`src/rtl/stacker_pkg.sv`:
```
// Shared constants for the block-stacker sequencer: FSM state codes, datapath widths
// and direction encoding.
package stacker_pkg;

    localparam int POS_W  = 9;
    localparam int SIZE_W = 4;
    localparam int ROW_W  = 4;

    localparam logic [2:0] ST_IDLE      = 3'd0;
    localparam logic [2:0] ST_MOVE      = 3'd1;
    localparam logic [2:0] ST_CHECK     = 3'd2;
    localparam logic [2:0] ST_NEXT      = 3'd3;
    localparam logic [2:0] ST_GAME_OVER = 3'd4;
    localparam logic [2:0] ST_WIN       = 3'd5;

    localparam logic DIR_RIGHT = 1'b0;
    localparam logic DIR_LEFT  = 1'b1;

endpackage

```
`src/rtl/stack_controller_if.sv`:
```
// Control inputs and block/row/status outputs of the stack sequencer.
// Inputs are single-cycle pulses sampled on the rising clock edge; there is no backpressure.
interface stack_controller_if;
    import stacker_pkg::*;

    logic              start;
    logic              stop_pressed;
    logic              tick;
    logic [POS_W-1:0]  curr_block_start;
    logic [POS_W-1:0]  curr_block_end;
    logic [SIZE_W-1:0] curr_block_size;
    logic [POS_W-1:0]  prev_block_start;
    logic [POS_W-1:0]  prev_block_end;
    logic [ROW_W-1:0]  row;
    logic              intersect_true;
    logic              draw_req;
    logic              playing;
    logic              game_over;
    logic              win;
    logic [2:0]        fsm_state;

    modport master (
        output start, stop_pressed, tick,
        input  curr_block_start, curr_block_end, curr_block_size,
        input  prev_block_start, prev_block_end, row,
        input  intersect_true, draw_req, playing, game_over, win, fsm_state
    );

    modport slave (
        input  start, stop_pressed, tick,
        output curr_block_start, curr_block_end, curr_block_size,
        output prev_block_start, prev_block_end, row,
        output intersect_true, draw_req, playing, game_over, win, fsm_state
    );

endinterface

```
`src/rtl/stack_move_timer.sv`:
```
// Divides the frame tick into one-cell move strobes. With SPEEDUP_EN defined the
// divider shrinks by one per row (floor 1), latched whenever the counter is cleared.
module stack_move_timer
    import stacker_pkg::*;
#(
    parameter int MOVE_DIV = 4
) (
    input  logic             clock,
    input  logic             resetn,
    input  logic             clear,
    input  logic             enable,
    input  logic             tick,
    input  logic [ROW_W-1:0] spawn_row,
    output logic             move_en
);

    localparam int CNT_W = (MOVE_DIV > 1) ? $clog2(MOVE_DIV) : 1;

    logic [CNT_W-1:0] cnt;
    logic [CNT_W-1:0] div_m1;

`ifdef SPEEDUP_EN
    logic [CNT_W-1:0] div_next_m1;

    always_comb begin
        div_next_m1 = '0;
        if (int'(spawn_row) < MOVE_DIV - 1)
            div_next_m1 = CNT_W'(MOVE_DIV - 1 - int'(spawn_row));
    end

    always_ff @(posedge clock) begin
        if (!resetn)
            div_m1 <= CNT_W'(MOVE_DIV - 1);
        else if (clear)
            div_m1 <= div_next_m1;
    end
`else
    logic unused_spawn_row;
    assign unused_spawn_row = ^spawn_row;
    assign div_m1           = CNT_W'(MOVE_DIV - 1);
`endif

    assign move_en = enable && tick && (cnt == div_m1);

    always_ff @(posedge clock) begin
        if (!resetn)
            cnt <= '0;
        else if (clear)
            cnt <= '0;
        else if (enable && tick)
            cnt <= (cnt == div_m1) ? '0 : cnt + 1'b1;
    end

endmodule

```
`src/rtl/stack_controller.sv`:
```
// Block-stacker game sequencer: sweeps the current block, trims it against the previous
// row on stop, and spawns rows until win or game over. Optional macro: SPEEDUP_EN.
module stack_controller
    import stacker_pkg::*;
#(
    parameter int FIELD_W   = 160,
    parameter int UNIT_W    = 8,
    parameter int INIT_SIZE = 4,
    parameter int ROWS      = 12,
    parameter int MOVE_DIV  = 4
) (
    input  logic               clock,
    input  logic               resetn,
    stack_controller_if.slave  bus
);

    localparam int EW = POS_W + 2;
    localparam logic [POS_W-1:0]  UNIT_P   = POS_W'(UNIT_W);
    localparam logic [POS_W-1:0]  INIT_END = POS_W'(INIT_SIZE * UNIT_W - 1);
    localparam logic [SIZE_W-1:0] INIT_SZ  = SIZE_W'(INIT_SIZE);

    logic [2:0]        state;
    logic [POS_W-1:0]  curr_start, curr_end, prev_start, prev_end;
    logic [SIZE_W-1:0] curr_size;
    logic [ROW_W-1:0]  row;
    logic              intersect_true, draw_req, dir;

    logic              start_go, move_en, timer_clear;
    logic              can_right, can_left, go_right, go_left, hit;
    logic [POS_W-1:0]  ovl_start, ovl_end, spawn_end;
    logic [SIZE_W-1:0] ovl_size;
    logic [ROW_W-1:0]  row_next;

    assign start_go    = bus.start &&
                         (state == ST_IDLE || state == ST_GAME_OVER || state == ST_WIN);
    assign row_next    = row + 1'b1;
    assign timer_clear = start_go || (state == ST_NEXT);

    stack_move_timer #(.MOVE_DIV(MOVE_DIV)) u_timer (
        .clock     (clock),
        .resetn    (resetn),
        .clear     (timer_clear),
        .enable    ((state == ST_MOVE) && !bus.stop_pressed),
        .tick      (bus.tick),
        .spawn_row ((state == ST_NEXT) ? row_next : '0),
        .move_en   (move_en)
    );

    // A blocked direction flips only if the opposite move fits; full-width blocks stay put.
    always_comb begin
        can_right = ({2'b00, curr_end} + EW'(UNIT_W)) <= EW'(FIELD_W - 1);
        can_left  = {2'b00, curr_start} >= EW'(UNIT_W);
        go_right  = (dir == DIR_RIGHT) ? can_right : (!can_left && can_right);
        go_left   = (dir == DIR_LEFT)  ? can_left  : (!can_right && can_left);
    end

    always_comb begin
        hit       = (row == '0) || ((curr_start <= prev_end) && (curr_end >= prev_start));
        ovl_start = curr_start;
        ovl_end   = curr_end;
        if (row != '0) begin
            ovl_start = (curr_start > prev_start) ? curr_start : prev_start;
            ovl_end   = (curr_end < prev_end) ? curr_end : prev_end;
        end
        ovl_size  = SIZE_W'(({2'b00, ovl_end} - {2'b00, ovl_start} + 1'b1) / EW'(UNIT_W));
        spawn_end = POS_W'(EW'(curr_size) * EW'(UNIT_W) - 1'b1);
    end

    always_ff @(posedge clock) begin
        if (!resetn) begin
            state          <= ST_IDLE;
            curr_start     <= '0;
            curr_end       <= '0;
            curr_size      <= '0;
            prev_start     <= '0;
            prev_end       <= '0;
            row            <= '0;
            intersect_true <= 1'b0;
            draw_req       <= 1'b0;
            dir            <= DIR_RIGHT;
        end else begin
            draw_req <= 1'b0;
            case (state)
                ST_IDLE, ST_GAME_OVER, ST_WIN: begin
                    if (bus.start) begin
                        curr_start <= '0;
                        curr_end   <= INIT_END;
                        curr_size  <= INIT_SZ;
                        prev_start <= '0;
                        prev_end   <= '0;
                        row        <= '0;
                        dir        <= DIR_RIGHT;
                        draw_req   <= 1'b1;
                        state      <= ST_MOVE;
                    end
                end
                ST_MOVE: begin
                    if (bus.stop_pressed) begin
                        state <= ST_CHECK;
                    end else if (move_en && (go_right || go_left)) begin
                        dir        <= go_left ? DIR_LEFT : DIR_RIGHT;
                        curr_start <= go_right ? curr_start + UNIT_P : curr_start - UNIT_P;
                        curr_end   <= go_right ? curr_end + UNIT_P : curr_end - UNIT_P;
                        draw_req   <= 1'b1;
                    end
                end
                ST_CHECK: begin
                    intersect_true <= hit;
                    if (hit) begin
                        curr_start <= ovl_start;
                        curr_end   <= ovl_end;
                        curr_size  <= ovl_size;
                        state      <= ST_NEXT;
                    end else begin
                        draw_req <= 1'b1;
                        state    <= ST_GAME_OVER;
                    end
                end
                ST_NEXT: begin
                    prev_start <= curr_start;
                    prev_end   <= curr_end;
                    row        <= row_next;
                    draw_req   <= 1'b1;
                    if (row_next == ROW_W'(ROWS)) begin
                        state <= ST_WIN;
                    end else begin
                        curr_start <= '0;
                        curr_end   <= spawn_end;
                        dir        <= DIR_RIGHT;
                        state      <= ST_MOVE;
                    end
                end
                default: state <= ST_IDLE;
            endcase
        end
    end

    assign bus.curr_block_start = curr_start;
    assign bus.curr_block_end   = curr_end;
    assign bus.curr_block_size  = curr_size;
    assign bus.prev_block_start = prev_start;
    assign bus.prev_block_end   = prev_end;
    assign bus.row              = row;
    assign bus.intersect_true   = intersect_true;
    assign bus.draw_req         = draw_req;
    assign bus.playing          = (state == ST_MOVE) || (state == ST_CHECK) || (state == ST_NEXT);
    assign bus.game_over        = (state == ST_GAME_OVER);
    assign bus.win              = (state == ST_WIN);
    assign bus.fsm_state        = state;

endmodule

```
`src/flat_wrapper.sv`:
```
// flat-port wrapper written by rule: the top's interface ports become plain ports
module stack_controller_flat import stacker_pkg::*;
#(
    parameter int FIELD_W   = 160,
    parameter int UNIT_W    = 8,
    parameter int INIT_SIZE = 4,
    parameter int ROWS      = 12,
    parameter int MOVE_DIV  = 4
)
  (clock, resetn, bus_start, bus_stop_pressed, bus_tick, bus_curr_block_start, bus_curr_block_end, bus_curr_block_size, bus_prev_block_start, bus_prev_block_end, bus_row, bus_intersect_true, bus_draw_req, bus_playing, bus_game_over, bus_win, bus_fsm_state);
  stack_controller_if bus_i ();
  input  logic clock;
  input  logic resetn;
  input wire logic [$bits(bus_i.start)-1:0] bus_start;
  input wire logic [$bits(bus_i.stop_pressed)-1:0] bus_stop_pressed;
  input wire logic [$bits(bus_i.tick)-1:0] bus_tick;
  output wire logic [$bits(bus_i.curr_block_start)-1:0] bus_curr_block_start;
  output wire logic [$bits(bus_i.curr_block_end)-1:0] bus_curr_block_end;
  output wire logic [$bits(bus_i.curr_block_size)-1:0] bus_curr_block_size;
  output wire logic [$bits(bus_i.prev_block_start)-1:0] bus_prev_block_start;
  output wire logic [$bits(bus_i.prev_block_end)-1:0] bus_prev_block_end;
  output wire logic [$bits(bus_i.row)-1:0] bus_row;
  output wire logic [$bits(bus_i.intersect_true)-1:0] bus_intersect_true;
  output wire logic [$bits(bus_i.draw_req)-1:0] bus_draw_req;
  output wire logic [$bits(bus_i.playing)-1:0] bus_playing;
  output wire logic [$bits(bus_i.game_over)-1:0] bus_game_over;
  output wire logic [$bits(bus_i.win)-1:0] bus_win;
  output wire logic [$bits(bus_i.fsm_state)-1:0] bus_fsm_state;
  assign bus_i.start = bus_start;
  assign bus_i.stop_pressed = bus_stop_pressed;
  assign bus_i.tick = bus_tick;
  assign bus_curr_block_start = bus_i.curr_block_start;
  assign bus_curr_block_end = bus_i.curr_block_end;
  assign bus_curr_block_size = bus_i.curr_block_size;
  assign bus_prev_block_start = bus_i.prev_block_start;
  assign bus_prev_block_end = bus_i.prev_block_end;
  assign bus_row = bus_i.row;
  assign bus_intersect_true = bus_i.intersect_true;
  assign bus_draw_req = bus_i.draw_req;
  assign bus_playing = bus_i.playing;
  assign bus_game_over = bus_i.game_over;
  assign bus_win = bus_i.win;
  assign bus_fsm_state = bus_i.fsm_state;
  stack_controller #(.FIELD_W(FIELD_W), .UNIT_W(UNIT_W), .INIT_SIZE(INIT_SIZE), .ROWS(ROWS), .MOVE_DIV(MOVE_DIV)) u_core (.clock(clock), .resetn(resetn), .bus(bus_i));
endmodule
```
`config.mk`:
```
export PLATFORM = sky130hd
export DESIGN_NAME = stack_controller_flat
export DESIGN_NICKNAME = d
export VERILOG_FILES = /design/src/rtl/stacker_pkg.sv /design/src/rtl/stack_controller_if.sv /design/src/rtl/stack_move_timer.sv /design/src/rtl/stack_controller.sv /design/src/flat_wrapper.sv
export SDC_FILE = /design/constraint.sdc
export NUM_CORES = 1
export LEC_CHECK = 0
export CAP_MARGIN = 20
export CORE_ASPECT_RATIO = 0.8
export CORE_MARGIN = 4
export CORE_UTILIZATION = 56
export DETAILED_ROUTE_END_ITERATION = 8
export PLACE_DENSITY_LB_ADDON = 0.05
export SLEW_MARGIN = 30
export SYNTH_ARGS = -nofsm -noshare
export SYNTH_HDL_FRONTEND = slang
export SYNTH_HIERARCHICAL = 1
export SYNTH_SLANG_ARGS = --single-unit
```
`constraint.sdc`:
```
create_clock -name clock -period 4.98 [get_ports clock]
set_input_delay 1.494 -clock clock [delete_from_list [all_inputs] [get_ports clock]]
set_output_delay 1.494 -clock clock [all_outputs]
set_load 0.1 [all_outputs]
```
# Yosys cells after proc, flatten, opt, wreduce, memory -nomap -nowiden
# Index checks and enable logic that the tools add are counted.
[word_totals]
regBits = 52
input_bits = 5
word_cells = 117
output_inout_bits = 52
[op_classes]
n_lt_le_gt_ge = 6
bitwise = 1
reduce_logical = 32
eq_ne = 13
addsub = 10
muxes = 44
[op_table]
columns = ["cell", "count"]
rows = [
  ["$mux 9", 16],
  ["$pmux 9 s4", 2],
  ["$pmux 9 s2", 2],
  ["$add 9x4->9 const B", 2],
  ["$sub 9x4->9 const B", 2],
  ["$pmux 4 s2", 2],
  ["$mux 3", 4],
  ["$mux 4", 3],
  ["$pmux 3 s4", 1],
  ["$le 11x8->1 const B", 1],
  ["$mux 1", 11],
  ["$add 9x4->10 const B", 1],
  ["$ge 9x4->1 const B", 1],
  ["$ge 9x9->1", 1],
  ["$gt 9x9->1", 1],
  ["$le 9x9->1", 1],
  ["$lt 9x9->1", 1],
  ["$logic_and 1x1->1", 8],
  ["$ne 2x2->1 const B", 4],
  ["$reduce_bool 4->1", 2],
  ["$sub 7x1->8 const B", 1],
  ["$add 7x1->7 const B", 1],
  ["$logic_or 1x1->1", 7],
  ["$sub 7x7->7", 1],
  ["23 further kinds", 30],
]

# Logic depth before layout (Yosys ltp)
[depth]
ltp_word = 10
mapped_depth = 18
ltp_nobuf = 17

# Hierarchy
# Netlist, hierarchy kept.
[modules_own_cells]
columns = ["mod", "instances", "cells_per_inst", "area_per_inst_um2", "seq_area_each_um2"]
rows = [
  ["stack_controller", 1, 470, 3896.2, 1001.0],
  ["stack_move_timer", 1, 11, 112.6, 40.0],
]

# Least setup slack after synthesis
# OpenSTA, ideal clock, no wires.
[synth_path]
kind = "flip-flop to output port"
startpoint = "reg u_core.state[0] (netlist: u_core/bus.fsm_state[0])"
endpoint = "out bus_win"
t_required_ps = 3486
path_buffers = 1
stages_incl_launch_ff = 4
arrival_ps = 3403
setup_slack_ps = 83
path_cell_list = "dfxtp_1 clkbuf_1 inv_2 nor3_1"
[synth_between]
elab_chain_len = 1
[synth_lines]
columns = ["element", "line", "text"]
rows = [
  ["start, declared", "stack_controller.sv:22", "logic [2:0] state;"],
  ["start signal, assigned", "stack_controller.sv:71", "state <= ST_IDLE;"],
  ["start signal, assigned", "stack_controller.sv:94", "state <= ST_MOVE;"],
  ["start signal, assigned", "stack_controller.sv:99", "state <= ST_CHECK;"],
  ["$eq 3x3->1", "stack_controller.sv:148", "assign bus.win = (state == ST_WIN);"],
  ["end, declared", "flat_wrapper.sv:27", "output wire logic [$bits(bus_i.win)-1:0] bus_win;"],
]
# Every way passes these cells.

# Worst setup path in the final report
[layout_path]
startpoint = "reg u_core.curr_start[6] (netlist: u_core/bus.curr_block_start[6])"
endpoint = "reg u_core.curr_size[3] (netlist: u_core/bus.curr_block_size[3])"
[layout_between]
elab_chain_len = 7
elab_cells_between_ends = 12
cone_classes = "add/sub (2); order compare (2); eq/ne (1); mux (4); reduce/logical (3)"
[layout_lines]
columns = ["element", "line", "text"]
rows = [
  ["start, declared", "stack_controller.sv:23", "logic [POS_W-1:0] curr_start, curr_end, prev_start, prev_end;"],
  ["start signal, assigned", "stack_controller.sv:102", "curr_start <= go_right ? curr_start + UNIT_P : curr_start - UNIT_P;"],
  ["start signal, assigned", "stack_controller.sv:110", "curr_start <= ovl_start;"],
  ["$gt 9x9->1", "stack_controller.sv:62", "ovl_start = (curr_start > prev_start) ? curr_start : prev_start;"],
  ["$mux 9", "stack_controller.sv:62", ""],
  ["$mux 9", "stack_controller.sv:61", "if (row != '0) begin"],
  ["$sub 7x7->7", "stack_controller.sv:65", "ovl_size = SIZE_W'(({2'b00, ovl_end} - {2'b00, ovl_start} + 1'b1) / EW'(UNIT_W));"],
  ["$add 7x1->7", "stack_controller.sv:65", ""],
  ["$mux 4", "stack_controller.sv:109", "if (hit) begin"],
  ["$pmux 4 s2", "stack_controller.sv:83", "case (state)"],
  ["end signal, assigned", "stack_controller.sv:112", "curr_size <= ovl_size;"],
  ["end, declared", "stack_controller.sv:24", "logic [SIZE_W-1:0] curr_size;"],
]
# Parallel ways exist; a longest one is shown, timed or not. The select of a mux whose other input is x is not followed.
# A chain may end at the register's enable or synchronous reset.

==> flow_metrics.env <==
export IMPL_setup_ws_ns=0.648
export IMPL_fp_dieH_um=83.6
export IMPL_post_route_drc_count=0
export IMPL_crit_path_cell_trace="ha_1, a211o_1, a21oi_1, o211ai_1, a21oi_2, nor2_1, a21oi_1, ha_1, ha_1, and2_1, a22o_1, or2_2, a31o_1, a21oi_1, xnor2_1, o32ai_1"
export IMPL_ioPinCount=57
export IMPL_antenna_found_initial=0
export IMPL_clock_path_buffers=2
export IMPL_r2r_setup_slack_ns=0.65
export IMPL_avgSynthCellArea_um2=8.34
export IMPL_routed_wl_um=12200
export IMPL_cts_sinks=52
export IMPL_first_pass_iters=5
export IMPL_tns_ns=0
export IMPL_cp_num_buf_inv=0
export IMPL_cts_tree="yes"
export IMPL_crit_start="u_core/bus.curr_block_start[6]"
export IMPL_placedCellCount=610
export IMPL_ys_warn_count=6
export IMPL_required_ns=5.20
export IMPL_cts_hold_fix_buffers=0
export IMPL_grt_overflow=0
export IMPL_crit_slowest_cell="dfxtp_1"
export IMPL_power_density_nw_per_um2=392
export IMPL_critPathKind="flip-flop to flip-flop"
export IMPL_critPathCapture="u_core/bus.curr_block_size[3]"
export IMPL_setup_viol=0
export IMPL_cts_root_buffer="clkbuf_8"
export IMPL_path_depth=16
export IMPL_total_power_mw=1.85
export IMPL_finalNetCount=591
export IMPL_arrival_ns=4.55
export IMPL_cp_start_kind="flip-flop"
export IMPL_place_area_um2=4650
export IMPL_hp_start="u_core/bus.curr_block_size[1]"
export IMPL_synth_area_um2=4000
export IMPL_final_util_pct=68.1
export IMPL_drive_gt1_share_pct=7.39
export IMPL_route_vias_total=3926
export IMPL_rsz0062_at_grt="false"
export IMPL_period_minus_slack_ns=4.33
export IMPL_die_area_um2=8560
export IMPL_slew_violations=0
export IMPL_port_buffers=56
export IMPL_drv_cap=0
export IMPL_cts_max_level=2
export IMPL_worst_slew_pin_slew_ns=1.02
export IMPL_peakVddDrop_mv=0.256
export IMPL_place_ws_ns=0.751
export IMPL_syn_to_final_growth_pct=18.0
export IMPL_timing_hold_ws_ns=0.519
export IMPL_syn_nets=540
export IMPL_dp_hpwl_um=9130
export IMPL_num_rows=27
export IMPL_grt_max_degree=25
export IMPL_clkTransAtPathRegs_ns=0.10
export IMPL_core_um2=6930
export IMPL_crit_fanout=11
export IMPL_post_route_period_util_pct=87.0
export IMPL_grt_use_total_pct=28.4
export IMPL_syn_inst=479
export IMPL_worstSetupEndpointType="flip-flop"
export IMPL_skew_ns=0.0128
export IMPL_hold_violations=0
export IMPL_vias_per_cell=6.38
export IMPL_grt_pass1_vias=3770
export IMPL_drt_antenna_violating_nets=0
export IMPL_reg2reg_depth=16
export IMPL_antennaDiodeCount=0
export IMPL_hp_class="flip-flop to flip-flop"
export IMPL_post_drt_wl_per_cell_um=19.9
export IMPL_relSlewSlack_pct=31.7
export IMPL_postCtsSetupRepairBufs=0
export IMPL_globalplace_congestion=0.918
export IMPL_fmax_mhz=231
export IMPL_final_cells=615
export IMPL_cts_resized=0
export IMPL_cp_slowest_stage_delay_ns=0.58
export IMPL_p_leak_nw=1.86
export IMPL_design_area_um2=4710
export IMPL_critPathTopFamily="compound AO/OA/AOI/OAI gates"
export IMPL_dr_first_iter_drc_count=349
export IMPL_numCtsBuffers=5
export IMPL_dieWidth_um=102
export IMPL_grt_pass1_wl_um=19500
export IMPL_start_util_pct=57.7
export IMPL_clkLatencyLatePin_ns=0.31
export IMPL_r2r_end="u_core/bus.curr_block_size[3]"
export IMPL_r2r_start="u_core/bus.curr_block_start[6]"
export IMPL_outcome="finished clean"
[sequential cells by signal, indices dropped and copies added (netlist names)]
register                     flops
u_core/bus.curr_block_end        9
u_core/bus.curr_block_size       4
u_core/bus.curr_block_start      9
u_core/bus.draw_req              1
u_core/bus.fsm_state             3
u_core/bus.intersect_true        1
u_core/bus.prev_block_end        9
u_core/bus.prev_block_start      9
u_core/bus.row                   4
u_core/dir                       1
u_core/u_timer/cnt               2
[where the power goes]
group / switching, mW / internal (mW) / leakage, nW
registers: 0.0697 / 0.451 / 0.422
clock network: 0.136 / 0.0913 / 0.0359
logic: 0.728 / 0.371 / 1.41
[per-layer routing]
metal | global-route usage, % | vias up | part of all wire [%]
met5 | 0 | - | 0
met4 | 5.13 | 0 | 1.0
met3 | 7.69 | 12 | 11
met2 | 41.4 | 223 | 43
met1 | 41.9 | 1836 | 45
li1 | - | 1855 | -
[worst min-delay path by stage]
stage	to	slack (ns)	cells past startpoint
global route	u_core/bus.curr_block_size[1]	0.56	2
detailed placement	u_core/bus.curr_block_size[1]	0.51	2
floorplan	u_core/dir	0.50	2
global placement	u_core/bus.curr_block_size[1]	0.51	2
finish	u_core/bus.curr_block_size[1]	0.52	2
CTS	u_core/bus.curr_block_size[1]	0.52	2
[placed cells by master (no fill, tap or decap), types with 8 or more instances in the layout]
| cell type | n |
|---|---|
| a22oi_1 | 19 |
| xnor2_1 | 9 |
| nand2_1 | 27 |
| o21ai_0 | 10 |
| o21ai_1 | 8 |
| clkdlybuf4s50_1 | 55 |
| buf_4 | 10 |
| mux2i_1 | 11 |
| inv_1 | 37 |
| nor2_1 | 50 |
| nand3_1 | 11 |
| dfxtp_1 | 52 |
| ha_1 | 55 |
| a21oi_1 | 35 |
[worst min-delay path, delay by kind of cell (launching register included)]
kind               cells  cell delay [ns]
AOI/OAI and AO/OA      1             0.06
DFF                    1             0.34
and+or+nand+nor        1             0.07
[layout make-up]
| cell class | instances | area (µm²) |
|---|---|---|
| timing repair buffer | 65 | 626 |
| tap | 87 | 109 |
| inverter | 41 | 154 |
| multi-input combinational | 365 | 2720 |
| sequential | 52 | 1040 |
| clock buffer | 5 | 68.8 |
| fill | 600 | 2210 |
No activity file was read; power rests on OpenSTA's default activity.
